### config.mk
export PLATFORM = sky130hd
export DESIGN_NAME = arc4_encrypt
export DESIGN_NICKNAME = d
export VERILOG_FILES = /design/src/rtl/arc4_encrypt.sv
export SDC_FILE = /design/constraint.sdc
export NUM_CORES = 1
export LEC_CHECK = 0
export CORE_UTILIZATION = 55
export CTS_CLUSTER_DIAMETER = 80
export DETAILED_ROUTE_END_ITERATION = 8
export GPL_TIMING_DRIVEN = 0
export PLACE_DENSITY = 0.79
export RECOVER_POWER = 25
export SLEW_MARGIN = 20
export SYNTH_ARGS = -nofsm -noshare
export SYNTH_HDL_FRONTEND = slang
export SYNTH_SLANG_ARGS = --single-unit
export TNS_END_PERCENT = 30
### constraint.sdc
create_clock -name clk -period 5.6 [get_ports clk]
set_input_delay 1.12 -clock clk [delete_from_list [all_inputs] [get_ports clk]]
set_output_delay 1.12 -clock clk [all_outputs]
set_load 0.05 [all_outputs]
### src/rtl/arc4_encrypt.sv
// ARC4 encryption engine: S-box init, key schedule, keystream XOR.
// Writes a length-prefixed ciphertext image from a length-prefixed plaintext.
module arc4_encrypt (
  input  logic        clk,
  input  logic        rst,
  input  logic        en,
  output logic        rdy,
  input  logic [23:0] key,
  output logic [7:0]  s_addr,
  output logic [7:0]  s_wrdata,
  output logic        s_wren,
  input  logic [7:0]  s_rddata,
  output logic [7:0]  pt_addr,
  input  logic [7:0]  pt_rddata,
  output logic [7:0]  ct_addr,
  output logic [7:0]  ct_wrdata,
  output logic        ct_wren
);

  typedef enum logic [4:0] {
    IDLE,
    INIT,
    K_RI,
    K_WI,
    K_RJ,
    K_WJ,
    K_WRI,
    K_WRJ,
    L_R,
    L_W,
    L_C,
    P_RI,
    P_WI,
    P_RJ,
    P_WJ,
    P_WRI,
    P_WRJ,
    P_RT,
    P_WT,
    P_CT,
    DONE
  } state_t;

  state_t      state_q, state_d;
  logic        rdy_q, rdy_d;
  logic [23:0] key_q, key_d;
  logic [7:0]  i_q, i_d;
  logic [7:0]  j_q, j_d;
  logic [7:0]  si_q, si_d;
  logic [7:0]  sj_q, sj_d;
  logic [1:0]  k3_q, k3_d;
  logic [7:0]  len_q, len_d;
  logic [7:0]  k_q, k_d;
  logic [7:0]  ptk_q, ptk_d;

  logic [7:0]  s_addr_q, s_addr_d;
  logic [7:0]  s_wrdata_q, s_wrdata_d;
  logic        s_wren_q, s_wren_d;
  logic [7:0]  pt_addr_q, pt_addr_d;
  logic [7:0]  ct_addr_q, ct_addr_d;
  logic [7:0]  ct_wrdata_q, ct_wrdata_d;
  logic        ct_wren_q, ct_wren_d;

  logic [7:0]  kb;
  logic [7:0]  j_ksa;
  logic [7:0]  j_prga;

  assign rdy       = rdy_q;
  assign s_addr    = s_addr_q;
  assign s_wrdata  = s_wrdata_q;
  assign s_wren    = s_wren_q;
  assign pt_addr   = pt_addr_q;
  assign ct_addr   = ct_addr_q;
  assign ct_wrdata = ct_wrdata_q;
  assign ct_wren   = ct_wren_q;

  // Key byte for the current schedule step (i mod 3).
  always_comb begin
    kb = key_q[7:0];
    unique case (k3_q)
      2'd0:    kb = key_q[23:16];
      2'd1:    kb = key_q[15:8];
      default: kb = key_q[7:0];
    endcase
  end

  assign j_ksa  = j_q + s_rddata + kb;
  assign j_prga = j_q + s_rddata;

  // Next-state and registered-output computation.
  always_comb begin
    state_d     = state_q;
    key_d       = key_q;
    i_d         = i_q;
    j_d         = j_q;
    si_d        = si_q;
    sj_d        = sj_q;
    k3_d        = k3_q;
    len_d       = len_q;
    k_d         = k_q;
    ptk_d       = ptk_q;
    s_addr_d    = s_addr_q;
    s_wrdata_d  = s_wrdata_q;
    s_wren_d    = 1'b0;
    pt_addr_d   = pt_addr_q;
    ct_addr_d   = ct_addr_q;
    ct_wrdata_d = ct_wrdata_q;
    ct_wren_d   = 1'b0;

    unique case (state_q)
      IDLE, DONE: begin
        if (en) begin
          state_d    = INIT;
          key_d      = key;
          i_d        = 8'd0;
          s_addr_d   = 8'd0;
          s_wrdata_d = 8'd0;
          s_wren_d   = 1'b1;
        end else begin
          state_d = IDLE;
        end
      end
      INIT: begin
        if (i_q == 8'hFF) begin
          state_d  = K_RI;
          i_d      = 8'd0;
          j_d      = 8'd0;
          k3_d     = 2'd0;
          s_addr_d = 8'd0;
        end else begin
          i_d        = i_q + 8'd1;
          s_addr_d   = i_q + 8'd1;
          s_wrdata_d = i_q + 8'd1;
          s_wren_d   = 1'b1;
        end
      end
      K_RI: state_d = K_WI;
      K_WI: begin
        si_d     = s_rddata;
        j_d      = j_ksa;
        s_addr_d = j_ksa;
        state_d  = K_RJ;
      end
      K_RJ: state_d = K_WJ;
      K_WJ: begin
        sj_d       = s_rddata;
        s_addr_d   = i_q;
        s_wrdata_d = s_rddata;
        s_wren_d   = 1'b1;
        state_d    = K_WRI;
      end
      K_WRI: begin
        s_addr_d   = j_q;
        s_wrdata_d = si_q;
        s_wren_d   = 1'b1;
        state_d    = K_WRJ;
      end
      K_WRJ: begin
        if (i_q == 8'hFF) begin
          pt_addr_d = 8'd0;
          state_d   = L_R;
        end else begin
          i_d      = i_q + 8'd1;
          k3_d     = (k3_q == 2'd2) ? 2'd0 : k3_q + 2'd1;
          s_addr_d = i_q + 8'd1;
          state_d  = K_RI;
        end
      end
      L_R: state_d = L_W;
      L_W: begin
        len_d       = pt_rddata;
        ct_addr_d   = 8'd0;
        ct_wrdata_d = pt_rddata;
        ct_wren_d   = 1'b1;
        state_d     = L_C;
      end
      L_C: begin
        if (len_q == 8'd0) begin
          state_d = DONE;
        end else begin
          i_d       = 8'd1;
          j_d       = 8'd0;
          k_d       = 8'd1;
          s_addr_d  = 8'd1;
          pt_addr_d = 8'd1;
          state_d   = P_RI;
        end
      end
      P_RI: state_d = P_WI;
      P_WI: begin
        si_d     = s_rddata;
        j_d      = j_prga;
        ptk_d    = pt_rddata;
        s_addr_d = j_prga;
        state_d  = P_RJ;
      end
      P_RJ: state_d = P_WJ;
      P_WJ: begin
        sj_d       = s_rddata;
        s_addr_d   = i_q;
        s_wrdata_d = s_rddata;
        s_wren_d   = 1'b1;
        state_d    = P_WRI;
      end
      P_WRI: begin
        s_addr_d   = j_q;
        s_wrdata_d = si_q;
        s_wren_d   = 1'b1;
        state_d    = P_WRJ;
      end
      P_WRJ: begin
        s_addr_d = si_q + sj_q;
        state_d  = P_RT;
      end
      P_RT: state_d = P_WT;
      P_WT: begin
        ct_addr_d   = k_q;
        ct_wrdata_d = ptk_q ^ s_rddata;
        ct_wren_d   = 1'b1;
        state_d     = P_CT;
      end
      P_CT: begin
        if (k_q == len_q) begin
          state_d = DONE;
        end else begin
          i_d       = i_q + 8'd1;
          k_d       = k_q + 8'd1;
          s_addr_d  = i_q + 8'd1;
          pt_addr_d = k_q + 8'd1;
          state_d   = P_RI;
        end
      end
      default: state_d = IDLE;
    endcase

    rdy_d = (state_d == IDLE) || (state_d == DONE);
  end

  // State, datapath and output registers.
  always_ff @(posedge clk or posedge rst) begin
    if (rst) begin
      state_q     <= IDLE;
      rdy_q       <= 1'b1;
      key_q       <= 24'd0;
      i_q         <= 8'd0;
      j_q         <= 8'd0;
      si_q        <= 8'd0;
      sj_q        <= 8'd0;
      k3_q        <= 2'd0;
      len_q       <= 8'd0;
      k_q         <= 8'd0;
      ptk_q       <= 8'd0;
      s_addr_q    <= 8'd0;
      s_wrdata_q  <= 8'd0;
      s_wren_q    <= 1'b0;
      pt_addr_q   <= 8'd0;
      ct_addr_q   <= 8'd0;
      ct_wrdata_q <= 8'd0;
      ct_wren_q   <= 1'b0;
    end else begin
      state_q     <= state_d;
      rdy_q       <= rdy_d;
      key_q       <= key_d;
      i_q         <= i_d;
      j_q         <= j_d;
      si_q        <= si_d;
      sj_q        <= sj_d;
      k3_q        <= k3_d;
      len_q       <= len_d;
      k_q         <= k_d;
      ptk_q       <= ptk_d;
      s_addr_q    <= s_addr_d;
      s_wrdata_q  <= s_wrdata_d;
      s_wren_q    <= s_wren_d;
      pt_addr_q   <= pt_addr_d;
      ct_addr_q   <= ct_addr_d;
      ct_wrdata_q <= ct_wrdata_d;
      ct_wren_q   <= ct_wren_d;
    end
  end

endmodule

==> results of run 1 <==
## report_power, final
group          internal (mW)  switching [mW]
Sequential             0.943         0.00224
Combinational         0.0470          0.0638
Clock                  0.685           0.402
Total                   1.68           0.468
## area by class of cell
class | instances | area, um2 | area share [%]
repair buffers | 86 | 856 | 9.52
flip-flops and latches | 130 | 3250 | 36.2
plain buffers | 37 | 205 | 2.28
multi-input cells | 541 | 3830 | 42.6
inverters | 13 | 50.0 | 0.557
well taps | 172 | 215 | 2.39
clock buffers | 22 | 474 | 5.27
clock inverters | 9 | 106 | 1.18
## metrics by stage
stage	instances	instance area, um2	setup TNS, ns	total power, mW
floorplan	721	7370	0	1.01
global placement	978	8440	-75.22	1.07
detailed placement	979	8470	0	1.07
CTS	1010	9050	0	2.16
global route	1010	8990	0	2.21
finish	1010	8990	0	2.14
## cells by family (layout without fill, tap and decap cells)
kind of cell	count (synthesis)	count (layout)	synth area share (%)
simple gates	219	219	15.7
compound gates	194	194	18.1
flops	130	130	44.2
mux	56	56	8.39
buf+inv	50	167	3.46
xor+xnor	46	46	5.47
fa+ha+maj	26	26	4.72
## layout by cell type (no fill, tap or decap), types with 4 or more instances in the layout
cell type        Yosys  routed
inv_1               12      11
xor2_1              26      26
o211ai_1             5       5
mux2_2              46      46
nand2b_1             9       9
nand2_1             87      87
and3_1              11      11
nand3_1             13      13
xnor2_1             20      20
o21bai_1             5       5
o21ai_1              4       4
dfrtp_1            129     129
clkbuf_1            10      13
and2_1               6       6
buf_6                4       4
buf_2               17      16
o21a_1               5       5
a21oi_1             27      27
a211oi_1             8       8
clkdlybuf4s50_1      0      84
a22o_1              19      19
mux2i_1             10      10
a21o_1              14      14
a221oi_1             4       4
nor3_1               9       9
buf_4                4       4
a31oi_1              8       9
ha_1                23      23
a222oi_1             6       6
nor2_1              41      41
nor3b_1              5       5
nor2b_1              4       4
clkbuf_16            0      17
o21ai_0             62      62
## worst max-delay path: cells and delay by family
family	cells	cell delay [ns]
XOR/XNOR	2	0.41
AO/OA/AOI/OAI	7	2.05
adder cells (fa/ha/maj)	3	1.14
buffers and inverters	1	0.62
AND/OR/NAND/NOR	1	0.11
## routing by layer
layer | part of all wire (%) | wire length [um] | up-vias | GRT usage [%]
li1 | - | - | 2830 | -
met1 | 42 | 8150 | 3074 | 38.8
met2 | 48 | 9430 | 263 | 47.8
met3 | 7.5 | 1460 | 42 | 7.12
met4 | 2.6 | 515 | 0 | 11.4
met5 | 0 | 0 | - | 0
## path summary, 6_finish.rpt
path	from	end	slack, ns	cells past startpoint
worst max-delay path	s_rddata[0]	s_addr[7]$_DFFE_PP0P_	0.45	14
worst min-delay path	s_addr[7]$_DFFE_PP0P_	s_addr[7]$_DFFE_PP0P_	0.47	2
worst max register to register	j_q[0]$_DFFE_PP0P_	s_addr[7]$_DFFE_PP0P_	1.46	13
worst min register to register	s_addr[7]$_DFFE_PP0P_	s_addr[7]$_DFFE_PP0P_	0.47	2
max in group asynchronous	rst	s_wrdata[7]$_DFFE_PP0P_	1.11	3
min in group asynchronous	rst	ct_wrdata[0]$_DFFE_PP0P_	1.98	2
==> results.md, run 1 <==
- CTS tree: done
- CP Capture Type: flop
- Period utilization: 92.0%
- Post-layout util: 70.1%
- Worst hold slack: between 0.4 and 0.5 ns
- Drt via density: a little over 6
- Vias: between 6000 and 7000
- Pins Over Slew Limit: between 100 and 150
- Total GRT Usage: about 30%
- CP Launch Type: input port
- Row Count: 41
- Dpl ws: between 0.1 and 0.15 ns
- Hold buffers post-CTS: 0
- Ant diodes: 0
- Slew @ Worst Pin: 2.89 ns
- Final setup fails: 0
- Seq/Total Area, Yosys: around 44%
- RSZ-0062 raised after global routing: false
- Worst-path fanout max: 5
- Grt total ovfl: 0
- Drt first pass iters: 5
- Post-synth EDFFs: 0
- Final worst clock skew: 0.00722 ns
- DR iter-0 viols: roughly 470
- Detail Route Antenna Nets: 0
- DR WL/cell: 19.4 um
- Ys async rst share: 100%
- Core area: around 13000 um2
- Crit Path Category: input port to flop
- Slowest library cell on the worst path: a2111oi_0
- Avg Cell Area, Syn: approximately 10 um2
- Tmin final: just over 5 ns
- Post-synth top flop: dfrtp_1
- Worst Path Arrival: 5.42 ns
- Worst path cell trace: clkdlybuf4s50_1 > ha_1 > fa_1 > a211oi_1 > o21bai_1 > a21oi_1 > xnor2_1 > ha_1 > a2111o_1 > o22ai_1 > xnor2_1 > nor2_1 > a2111oi_0 > o21ai_0
- Peak supply drop: between 150 and 200 uV
- CTS buffer count: 17
- Initial core utilization: 57.5%
- Pleak: between 4 and 5 nW
- Vias in the first global route: around 6200
- # clock sinks: 130
- Commonest cells in the synthesized netlist: dfrtp_1 (129), nand2_1 (87), o21ai_0 (62), mux2_2 (46), nor2_1 (41)
- Max FFs per register: 24
- GP Congestion: 0.923
- First-pass GRT wire length: around 32 mm
- Fill cells: 940
- Setup Fix Bufs, Post-CTS: 0
- Largest net degree at the start of global routing: 70
- Syn. warnings: 0
- CTS resizes: 0
- Share of cells above drive strength 1: ~16%
- Die area: around 14000 um2
- FMAX: 0.194 GHz
- Clock root buffer: clkbuf_16
- Setup ws final: 0.447 ns
- Area growth from synthesis to layout: 22.0%
- Clock latency on the worst-skew pair: roughly 0.42 ns
- Biggest register: key_q
- Largest stage delay, worst path: around 0.7 ns
- Final hold viol count: 0
- Io pins: between 80 and 90
- Synth area leader: dfrtp_1
- Unique cell type count in the Yosys netlist: 78
- # DRC: 0
- Max Buffers Root-to-Sink: 2
- Post-synth top area share: 43.8%
- Post-Route WL: just under 20 mm
- Most frequent cell after synthesis: dfrtp_1
- Mapped cell area: 7370 um2
- Buffers on Ports: 85
- Antenna violations before repair: 0
- H-Tree Depth: 4
- Worst Path Required: between 5 and 6 ns
- Worst-path clk slew: ~0.050 ns
- Relative slew margins: -93.9%
- Die H: about 120 um
- Synth area leaders: dfrtp_1 (44%), mux2_2 (7.0%), nand2_1 (4.4%), o21ai_0 (4.2%), ha_1 (3.9%)
- Status: finished, violations left
- Cells after synthesis: approximately 700
- Mapped Nets: just under 800
- Max cap viols: 2
- Die W: approximately 120 um
- Post-DP HPWL: ~14 mm
- Pwr Density: approximately 240 nW/um2
- Worst hold path type: flop to flop
- Yosys reg bits: 130
- Failing checks: max-capacitance violations, max-slew violations
- Nets: about 900
No activity file was read; power rests on OpenSTA's default activity.
==> run 2: changes to the inputs <==
SETUP_SLACK_MARGIN = 0.05   (was not set)
==> results of run 2 <==
The final DEF is identical to that of run 1; final timing and power are the same.
==> run 3: changes to the inputs <==
RECOVER_POWER = not set   (was 25)
==> run 3 against run 2 <==
Against the previous run:
- the run now ends clean
- hold slack improved by 0.0014 ns
- sequential share of layout area decreased by 0.23 points
- sequential power about the same
- critical path depth unchanged
- power increased by 0.24%
- largest cell class unchanged
==> results.md, run 3 (synthesized netlist as in run 1, its figures left out) <==
- Status: finished clean
- Relative slew margins: 45.3%
- Antenna violations before repair: 0
- Worst-path clk slew: around 0.05 ns
- Final setup fails: 0
- H-Tree Depth: 4
- Buffers on Ports: 85
- Tmin final: around 5 ns
- Slowest library cell on the worst path: a2111oi_0
- Die H: approximately 120 um
- Grt total ovfl: 0
- Area of the multi-input gates: approximately 3900 um2
- Hold path cells: 2
- Worst-path fanout max: 5
- Pleak: 4.21 nW
- Dpl ws: approximately 0.14 ns
- Vias in the first global route: slightly above 6000
- Drt first pass iters: 5
- Crit-path leading delay family: compound AO/OA/AOI/OAI gates
- CTS tree: done
- Die W: around 120 um
- Share of cells above drive strength 1: between 10% and 20%
- Max FFs per register: 24
- Depth of the worst register-to-register path: 13
- # clock sinks: 130
- Worst hold slack: 0.475 ns
- Peak supply drop: 190 uV
- Biggest register: key_q
- Worst path cell trace: clkdlybuf4s50_1 > ha_1 > fa_1 > a211oi_1 > o21bai_1 > a21oi_1 > xnor2_1 > ha_1 > a2111o_1 > o22ai_1 > xnor2_1 > nor2_1 > a2111oi_0 > o21ai_0
- Most common cell after layout, fill and taps aside: dfrtp_1
- CP Launch Type: input port
- Clock root buffer: clkbuf_16
- Final hold viol count: 0
- Detail Route Antenna Nets: 0
- Drt via density: between 6 and 7
- Post-layout util: 70.6%
- Fill cells: just over 900
- Setup ws final: approximately 0.46 ns
- Setup Fix Bufs, Post-CTS: 0
- Core area: between 10000 and 15000 um2
- Period utilization: just over 90%
- Post-Route WL: a little under 20 mm
- CP Capture Type: flop
- Largest net degree at the start of global routing: 70
- # DRC: 0
- Storage element area: around 3300 um2
- DR WL/cell: 19.3 um
- Worst path bufs/invs: 1
- Area growth from synthesis to layout: 22.8%
- DR iter-0 viols: 445
- First-pass GRT wire length: around 32 mm
- Max cap viols: 0
- FMAX: approximately 0.2 GHz
- Crit Path Category: input port to flop
- Worst Path Arrival: roughly 5.4 ns
- Worst hold path type: flop to flop
- Vias: just over 6000
- Commonest non-fill, non-tap cells in the layout: dfrtp_1 (129), nand2_1 (87), clkdlybuf4s50_1 (85)
- Nets: 895
- Post-DP HPWL: 14.4 mm
- Ant diodes: 0
- CTS buffer count: 17
- Max Buffers Root-to-Sink: 2
- Total GRT Usage: 29.7%
- RSZ-0062 raised after global routing: false
- Stages on worst setup path: 14
- Pwr Density: ~240 nW/um2
- Largest stage delay, worst path: 0.69 ns
- Overall power: between 2 and 2.5 mW
- Clock latency on the worst-skew pair: 0.42 ns
- Final worst clock skew: approximately 0.0075 ns
- Slew @ Worst Pin: between 0.8 and 0.9 ns
- Io pins: 86
- Worst Path Required: 5.87 ns
- CTS resizes: 0
- Row Count: 41
- Hold buffers post-CTS: 0
- GP Congestion: between 0.9 and 1
- Pins Over Slew Limit: 0
- Initial core utilization: between 50% and 60%
- Die area: 13900 um2
==> run 3: stage by stage <==
stage / std cells / area (um2) / TNS (ns)
6_report: 1010 / 9050 / 0
5_1_grt: 1010 / 9050 / 0
4_1_cts: 1010 / 9050 / 0
3_5_place_dp: 979 / 8470 / 0
3_3_place_gp: 978 / 8440 / -75.22
2_1_floorplan: 721 / 7370 / 0
==> run 3: metal layers <==
| layer | track usage, % | part of all wire [%] | vias to the layer above |
|---|---|---|---|
| met1 | 38.8 | 42 | 3072 |
| met4 | 11.4 | 2.7 | 2 |
| met2 | 47.8 | 48 | 264 |
| met3 | 7.12 | 7.2 | 45 |
| met5 | 0 | 0.15 | - |
| li1 | - | - | 2829 |
==> run 3: report_power, final <==
group          internal (mW)  total, mW  switching (mW)
sequential             0.943      0.945         0.00225
combinational         0.0490      0.113          0.0641
clock                  0.685       1.09           0.405
==> run 3: worst paths after layout <==
kind	startpoint	to	slack, ns
worst max-delay path	s_rddata[0]	s_addr[7]$_DFFE_PP0P_	0.46
worst min-delay path	s_addr[6]$_DFFE_PP0P_	s_addr[6]$_DFFE_PP0P_	0.47
worst max register to register	j_q[0]$_DFFE_PP0P_	s_addr[7]$_DFFE_PP0P_	1.49
worst min register to register	s_addr[6]$_DFFE_PP0P_	s_addr[6]$_DFFE_PP0P_	0.47
max in group asynchronous	rst	s_wrdata[5]$_DFFE_PP0P_	3.70
min in group asynchronous	rst	ct_wrdata[0]$_DFFE_PP0P_	1.17
==> run 3: layout make-up <==
| type | count | area share [%] |
|---|---|---|
| well taps | 172 | 2.38 |
| plain buffers | 37 | 2.28 |
| repair buffers | 86 | 9.71 |
| clock buffers | 22 | 5.24 |
| clock inverters | 9 | 1.18 |
| inverters | 13 | 0.595 |
| flip-flops and latches | 130 | 36.0 |
| multi-input cells | 541 | 42.7 |
==> run 3: tightest hold or removal path: cells and delay by family (launching register included) <==
kind / cells / cell delay, ns
and+or+nand+nor: 1 / 0.05
DFF: 1 / 0.34
AOI/OAI and AO/OA: 1 / 0.06
